### src/rtl/step_sequence_monitor.sv
// Half-step stepper coil monitor: synchronizes the ULN2003 drive lines, debounces
// the coil pattern and tracks legal phase transitions into a saturating position.
module step_sequence_monitor #(
    parameter int STABLE_CYCLES = 1000,
    parameter int POS_WIDTH     = 16,
    parameter int LIMIT_HI      = 2000,
    parameter int LIMIT_LO      = 0
) (
    input  logic                        clk,
    input  logic                        rst,
    input  logic [3:0]                  coil_in,
    input  logic                        zero_pos,
    input  logic                        clr_fault,
    output logic signed [POS_WIDTH-1:0] position,
    output logic                        dir,
    output logic                        step_pulse,
    output logic [2:0]                  phase,
    output logic                        phase_valid,
    output logic                        at_limit_hi,
    output logic                        at_limit_lo,
    output logic                        fault,
    output logic [1:0]                  fault_code
);
    localparam int CW = $clog2(STABLE_CYCLES + 2);
    localparam logic signed [POS_WIDTH-1:0] POS_MAX = {1'b0, {(POS_WIDTH-1){1'b1}}};
    localparam logic signed [POS_WIDTH-1:0] POS_MIN = {1'b1, {(POS_WIDTH-1){1'b0}}};
    localparam logic signed [POS_WIDTH-1:0] LIM_HI  = POS_WIDTH'(LIMIT_HI);
    localparam logic signed [POS_WIDTH-1:0] LIM_LO  = POS_WIDTH'(LIMIT_LO);
    localparam logic [1:0] FC_NONE    = 2'b00;
    localparam logic [1:0] FC_ILLEGAL = 2'b01;
    localparam logic [1:0] FC_SKIP    = 2'b10;

    typedef enum logic [1:0] {SYNC, TRACK, FAULT} state_t;

    logic [3:0]                  r_sync1, r_sync2, r_pat;
    logic [CW-1:0]               r_cnt;
    state_t                      r_state;
    logic signed [POS_WIDTH-1:0] r_position;
    logic                        r_dir, r_step, r_pv, r_at_hi, r_at_lo, r_fault;
    logic [2:0]                  r_phase;
    logic [1:0]                  r_code;

    logic       w_accept, w_idle, w_illegal, w_at_max, w_at_min;
    logic [2:0] w_idx, w_delta;

    // Returns {illegal, idle, phase index}
    function automatic logic [4:0] f_decode(input logic [3:0] pat);
        case (pat)
            4'b1000: return 5'b00_000;
            4'b1100: return 5'b00_001;
            4'b0100: return 5'b00_010;
            4'b0110: return 5'b00_011;
            4'b0010: return 5'b00_100;
            4'b0011: return 5'b00_101;
            4'b0001: return 5'b00_110;
            4'b1001: return 5'b00_111;
            4'b0000: return 5'b01_000;
            default: return 5'b10_000;
        endcase
    endfunction

    assign {w_illegal, w_idle, w_idx} = f_decode(r_pat);
    assign w_accept = (r_cnt == CW'(STABLE_CYCLES));
    assign w_delta  = w_idx - r_phase;
    assign w_at_max = (r_position == POS_MAX);
    assign w_at_min = (r_position == POS_MIN);

    // The counter parks at STABLE_CYCLES+1 after acceptance so a pattern fires once
    always_ff @(posedge clk) begin
        if (rst) begin
            r_sync1 <= 4'b0000;
            r_sync2 <= 4'b0000;
            r_pat   <= 4'b0000;
            r_cnt   <= '0;
        end else begin
            r_sync1 <= coil_in;
            r_sync2 <= r_sync1;
            if (r_sync2 != r_pat) begin
                r_pat <= r_sync2;
                r_cnt <= CW'(1);
            end else if (r_cnt <= CW'(STABLE_CYCLES)) begin
                r_cnt <= r_cnt + CW'(1);
            end
        end
    end

    always_ff @(posedge clk) begin
        if (rst) begin
            r_state    <= SYNC;
            r_position <= '0;
            r_dir      <= 1'b0;
            r_step     <= 1'b0;
            r_phase    <= 3'd0;
            r_pv       <= 1'b0;
            r_fault    <= 1'b0;
            r_code     <= FC_NONE;
            r_at_hi    <= (LIMIT_HI <= 0);
            r_at_lo    <= (LIMIT_LO >= 0);
        end else begin
            r_step  <= 1'b0;
            r_at_hi <= (r_position >= LIM_HI);
            r_at_lo <= (r_position <= LIM_LO);
            case (r_state)
                SYNC: begin
                    if (w_accept) begin
                        if (w_illegal) begin
                            r_state <= FAULT;
                            r_fault <= 1'b1;
                            r_code  <= FC_ILLEGAL;
                        end else if (!w_idle) begin
                            r_phase <= w_idx;
                            r_pv    <= 1'b1;
                            r_state <= TRACK;
                        end
                    end
                end
                TRACK: begin
                    if (w_accept && w_illegal) begin
                        r_state <= FAULT;
                        r_fault <= 1'b1;
                        r_code  <= FC_ILLEGAL;
                        r_pv    <= 1'b0;
                    end else if (w_accept && !w_idle) begin
                        // Phase tracking continues at saturation; only the count stops
                        case (w_delta)
                            3'd0: ;
                            3'd1: begin
                                r_phase <= w_idx;
                                if (!w_at_max) begin
                                    r_position <= r_position + POS_WIDTH'(1);
                                    r_dir      <= 1'b1;
                                    r_step     <= 1'b1;
                                end
                            end
                            3'd7: begin
                                r_phase <= w_idx;
                                if (!w_at_min) begin
                                    r_position <= r_position - POS_WIDTH'(1);
                                    r_dir      <= 1'b0;
                                    r_step     <= 1'b1;
                                end
                            end
                            default: begin
                                r_state <= FAULT;
                                r_fault <= 1'b1;
                                r_code  <= FC_SKIP;
                                r_pv    <= 1'b0;
                            end
                        endcase
                    end
                end
                FAULT: begin
                    if (clr_fault) begin
                        r_state <= SYNC;
                        r_fault <= 1'b0;
                        r_code  <= FC_NONE;
                    end
                end
                default: r_state <= SYNC;
            endcase
            if (zero_pos) r_position <= '0;
        end
    end

    assign position    = r_position;
    assign dir         = r_dir;
    assign step_pulse  = r_step;
    assign phase       = r_phase;
    assign phase_valid = r_pv;
    assign at_limit_hi = r_at_hi;
    assign at_limit_lo = r_at_lo;
    assign fault       = r_fault;
    assign fault_code  = r_code;

endmodule

### config.mk
export PLATFORM = sky130hd
export DESIGN_NAME = step_sequence_monitor
export DESIGN_NICKNAME = d
export VERILOG_FILES = /design/src/rtl/step_sequence_monitor.sv
export SDC_FILE = /design/constraint.sdc
export NUM_CORES = 1
export LEC_CHECK = 0
export BUFFER_PORTS_ARGS = -buffer_cell sky130_fd_sc_hd__buf_2
export CELL_PAD_IN_SITES_DETAIL_PLACEMENT = 1
export CELL_PAD_IN_SITES_GLOBAL_PLACEMENT = 1
export CORE_ASPECT_RATIO = 2
export CORE_MARGIN = 2
export CORE_UTILIZATION = 50
export CTS_BUF_LIST = sky130_fd_sc_hd__clkbuf_4
export CTS_CLUSTER_SIZE = 16
export DETAILED_ROUTE_END_ITERATION = 8
export GPL_TIMING_DRIVEN = 1
export PLACE_DENSITY_LB_ADDON = 0.1
export RECOVER_POWER = 100
export SLEW_MARGIN = 40
export SYNTH_ARGS = -nofsm -noshare
export SYNTH_HDL_FRONTEND = slang
export SYNTH_SLANG_ARGS = --single-unit
### constraint.sdc
create_clock -name clk -period 7.5 [get_ports clk]
set_clock_uncertainty 0.1 [all_clocks]
set_input_delay 1.125 -clock clk [delete_from_list [all_inputs] [get_ports clk]]
set_output_delay 1.125 -clock clk [all_outputs]
set_load 0.02 [all_outputs]
# Word-level counts from Yosys, hierarchy flattened
# Memory sizes are Yosys's and may differ from the RTL's. A register that Yosys moved wholly into a read port is not among the register bits.
# Index checks and enable logic that the tools add are counted.
# totals
regBits	51
wordCells	112
input_bits	8
n_memories	1
rom_bits	80
output_inout_bits	27
# classes
reduce_logical	19
n_eq_ne	21
n_addsub	4
order_cmp	3
bitwise_logic	3
muxes	46
# memory_table
memory	words	word_bits	rd	rd_clocked_by_memory_dff	wr	line	text
(no name shown)	16	5	1	1	0	48	case (pat)
# op_table
op	count
$eq 16x16->1 const B	2
$mux 16	2
$pmux 16 s2	1
$mux 2	10
$ne 2x2->1 const B	10
$mux 1	18
$mux 3	6
$reduce_and 6->1	3
$add 16x2->16 const B	1
$ge 16x12->1 const B	1
$le 16x1->1 const B	1
$sub 16x2->16 const B	1
$pmux 2 s3	2
$add 10x1->10 const B	1
$eq 10x10->1 const B	1
$le 10x10->1 const B	1
$ne 3x3->1 const B	3
$mux 4	2
$reduce_and 7->1	1
$pmux 1 s2	3
$pmux 3 s2	1
$reduce_bool 2->1	3
$reduce_or 2->1	3
$reduce_and 5->1	1
other kinds (15)	18

# Depth between registers and ports, before layout
# depth
depth_word	7
ltp_mapped	15
mapped_depth_nobuf	14

# Worst setup path before layout
# Ideal clock, no wire load.
# synth_path
kind	flip-flop to flip-flop
start	register r_phase[0] (netlist: phase[0])
end	register r_position[12] (netlist: position[12])
setup_ns	0.065
slack_ns	4.253
t_arrival_ns	3.082
path_stages_with_launch	15
n_path_buf	2
t_required_ns	7.335
period_less_slack_ns	3.247
cell_sequence	dfxtp_1 > ha_1 > fa_1 > xor3_1 > and2_1 > buf_6 > ha_1 > clkbuf_1 > a211oi_1 > nor3_1 > a311o_1 > o221a_2 > a21oi_1 > mux2i_1 > nor2_1
# synth_between
elab_chain_len	4
elab_cells_between_ends	8
classes_between	add/sub (1); eq/ne (4); mux (1); reduce/logical (2)
# synth_rtl
item	line	text
from (decl)	40	logic [2:0] r_phase;
from (signal assigned)	111	r_phase <= w_idx;
from (signal assigned)	128	r_phase <= w_idx;
from (signal assigned)	136	r_phase <= w_idx;
$sub 3x3->3 *	64	assign w_delta = w_idx - r_phase;
$eq 3x3->1 / $eq 3x1->1 (equally long branches)	125	case (w_delta)
$ne 2x2->1 (no line) / $reduce_bool 2->1 (equally long branches)	n/a	
$reduce_and 6->1 (no line)	n/a	
to (signal assigned)	130	r_position <= r_position + POS_WIDTH'(1);
to (signal assigned)	138	r_position <= r_position - POS_WIDTH'(1);
to (decl)	38	logic signed [POS_WIDTH-1:0] r_position;
# Every way passes the cells marked *; elsewhere a longest branch is shown, timed or not.
# A chain may end at the register's enable or synchronous reset.

# Worst setup path in the final report
# layout_path
start	register w_idx[0] (netlist name)
end	register r_position[9] (netlist: position[9])
# layout_between
elab_chain_len	4
elab_cells_between_ends	8
classes_between	add/sub (1); eq/ne (4); mux (1); reduce/logical (2)
# layout_rtl
item	line
$sub 3x3->3 *	64
$eq 3x3->1 / $eq 3x1->1 (equally long branches)	125
$ne 2x2->1 (no line) / $reduce_bool 2->1 (equally long branches)	n/a
$reduce_and 6->1 (no line)	n/a
# Marked as above.

==> results.yml <==
outcome:
  outcome: "complete, but fails checks"
  failed_checks: "capacitance limit, slew limit"
global_route:
  grt_max_degree: 31
  busiest_layer: "met2"
  grt-ovfl-total: 0
  use_met3_pct: 2.97
  grt_usage_pct: 25.4
  antenna_found_initial: 0
  use_met1_pct: 21.7
  grt_first_pass_wirelength_mm: 13.3
  grt_util_met2_pct: 52.5
  grt_pass1_vias: 2841
clocking:
  cts.sinks: 56
  cts_setup_buffers: 0
  numCtsBuffers: 5
  hold_buffers: 0
  worstSkewPairLatency_ns: 0.40
  cts_buffer_depth: 2
  clk_pin_slew_ns: 0.17
  cts_tree: "built"
  ctsHtreeMaxLevel: 2
  root_buffer: "clkbuf_4"
  cts_resized: 0
die:
  core_sq_um: 6260
  rows: 41
  initial_core_util_pct: 50.9
  io_pins: 35
  dieHeight_microns: 117
  design.die.area_sq_um: 7060
  chipWidth_microns: 60.4
cells_and_area:
  area_growth_pct: 5.34
  regArea_sq_um: 1120
  fin_area_sq_um: 3350
  utilization_pct: 53.6
  multiInputGateArea_sq_um: 1870
  layout-drive-gt1-share_pct: 5.45
  fin_nets: 414
  n_fill_cell: 807
sta:
  period_share_pct: 67.1
  fin_setup_tns_ns: 0
  layout_min_cycle_time_ns: 5.03
  tightest_slew_ns: 2.19
  max_freq_mhz: 199
  slew_viol_final: 23
  slew_headroom_pct: -46.0
  grt_setup_unrepaired: "no"
  hold_viol_final: 0
  finalSetupViolations: 0
synth:
  ys_ff_latch: 56
  synth_edf_count: 0
  yosysSeqAreaShare_pct: 35.2
  syn_nets: 385
  syn_avg_cell_area_sq_um: 8.97
  ys.flop_type: "dfxtp_1"
  synthArstFlopShare_pct: 0
  syn_area_sq_um: 3180
  synth_cells: 355
  synthDistinctLibCells: 57
  yosysWarnings: 0
setup_path:
  crit_type: "reg2reg"
  arrival_ns: 5.22
  worst_setup_path_start_kind: "register"
  crit_path_top_delay_cell: "a21oi_1"
  cp-startpoint: "w_idx[0]$_DFF_P_"
  crit_path_max_incr_delay_ns: 1.73
  critical_path.endpoint_type: "register"
  rr_startpoint: "w_idx[0]$_DFF_P_"
  crit_chain: "inv_1 -> ha_1 -> fa_1 -> xor3_1 -> and2_0 -> clkinvlp_2 -> a21oi_1 -> mux2i_1 -> nor2_1"
  cp_top_family: "compound AO/OA/AOI/OAI gates"
  cp.buffers_inverters: 2
  cp.required_ns: 7.69
  reg2reg_slack_ns: 2.47
  path_max_fanout: 22
worst_hold_path:
  min_path_type: "reg2reg"
  min_from: "r_sync1[0]$_SDFF_PP0_"
route:
  drt-total-wl_mm: 8.29
  avgViaCountPerCell: 5.81
  firstDrtPassIters: 4
  postRouteAntennaNets: 0
  remaining_drc_errors: 0
  num_vias: 2744
  drt_iter0_drc: 92
  wl_per_cell_microns: 17.6
job:
  maxCapViolations: 1
placement:
  port_buffers: 34
  dpl-instance-area_sq_um: 3400
  hpwlAfterDp_mm: 6.50
  place_congestion: 0.805
power:
  ir_worst_vdd_uv: 88.1
  powerDensity_nw_per_um2: 141
  finalPower_uw: 473
  p_leak_uw: 0.00127
## worst paths after layout
path,to,depth (start not counted)
min,r_sync2[0]$_SDFF_PP0_,1
min reg2reg,r_sync2[0]$_SDFF_PP0_,1
max reg2reg,position[9]$_SDFFE_PP0P_,9
max,position[9]$_SDFFE_PP0P_,9
## state kept, by name (all words and copies together), names as in the netlist, 2 cells and up
name / flops
fault_code: 2
phase: 3
position: 16
r_cnt: 10
r_pat: 4
r_state: 2
r_sync1: 4
r_sync2: 4
w_idx: 3
## cells in the mapped netlist (6+ instances only)
cell / count / share of area [%]
xnor2_1: 12 / 3.3
nor3_1: 8 / 1.3
nand2b_1: 6 / 1.2
xor2_1: 9 / 2.5
nor4_1: 6 / 1.2
a21o_1: 6 / 1.4
dfxtp_1: 56 / 35
nand3_1: 7 / 1.1
ha_1: 20 / 7.9
nor2b_1: 15 / 2.9
o21ai_0: 8 / 1.3
nand2_1: 21 / 2.5
a21oi_1: 22 / 3.5
mux2i_1: 16 / 5.0
clkbuf_1: 7 / 0.83
nor2_1: 45 / 5.3
inv_1: 14 / 1.7
## through the flow
| step | setup WS, ns | hold WS [ns] | instances |
|---|---|---|---|
| 5_1_grt | 1.99 | 0.376 | 471 |
| 4_1_cts | 3.73 | 0.368 | 471 |
| 3_3_place_gp | 3.61 | 0.330 | 463 |
| 6_report | 2.47 | 0.368 | 472 |
| 2_1_floorplan | 4.25 | 0.314 | 355 |
| 3_5_place_dp | 3.75 | 0.338 | 463 |
## where the power goes
part	switching, uW	total, uW	leakage, uW	internal (uW)
logic	13.5	21.9	0.000787	8.41
clock network	107	144	0.0000274	37.1
registers	4.49	307	0.000454	303
total	125	473	0.00127	348
## logic make-up after synthesis
group | Yosys count | share of synthesized area [%]
AND/OR/NAND/NOR | 134 | 21.9
AO/OA/AOI/OAI | 78 | 18.2
buffers and inverters | 27 | 4.05
XOR/XNOR | 22 | 6.52
multiplexers | 16 | 5.03
flip-flops | 56 | 35.2
adder cells (fa/ha/maj) | 22 | 9.12
## final cells by class
| cell class | count | area share [%] |
|---|---|---|
| Multi-Input combinational cell | 272 | 55.7 |
| Inverter | 15 | 1.72 |
| Clock buffer | 5 | 1.12 |
| Timing Repair Buffer | 34 | 4.03 |
| Tap cell | 86 | 3.21 |
| Sequential cell | 56 | 33.4 |
| Antenna cell | 1 | 0.0746 |
| Clock inverter | 3 | 0.709 |
## cells in the final DEF, fill, tap and decap left out, types with 5 or more instances in the layout
cell / Yosys / final
a21oi_1: 22 / 26
nor2_1: 45 / 45
nand2_1: 21 / 21
ha_1: 20 / 20
nor3_1: 8 / 8
mux2i_1: 16 / 16
nand2b_1: 6 / 6
xor2_1: 9 / 9
or3_1: 5 / 5
buf_2: 0 / 6
a211oi_1: 4 / 6
o21ai_0: 8 / 9
nor4_1: 6 / 7
a21o_1: 6 / 6
xnor2_1: 12 / 12
inv_1: 14 / 14
clkbuf_1: 7 / 28
nand4_1: 5 / 5
nor2b_1: 15 / 15
clkbuf_4: 0 / 5
dfxtp_1: 56 / 56
nand3_1: 7 / 7
## layer usage
layer,share of wire (%),vias up
met5,0,-
met4,4.1,0
met3,2.1,27
met2,60,59
met1,33,1334
li1,-,1324
No activity file was read; power rests on OpenSTA's default activity.
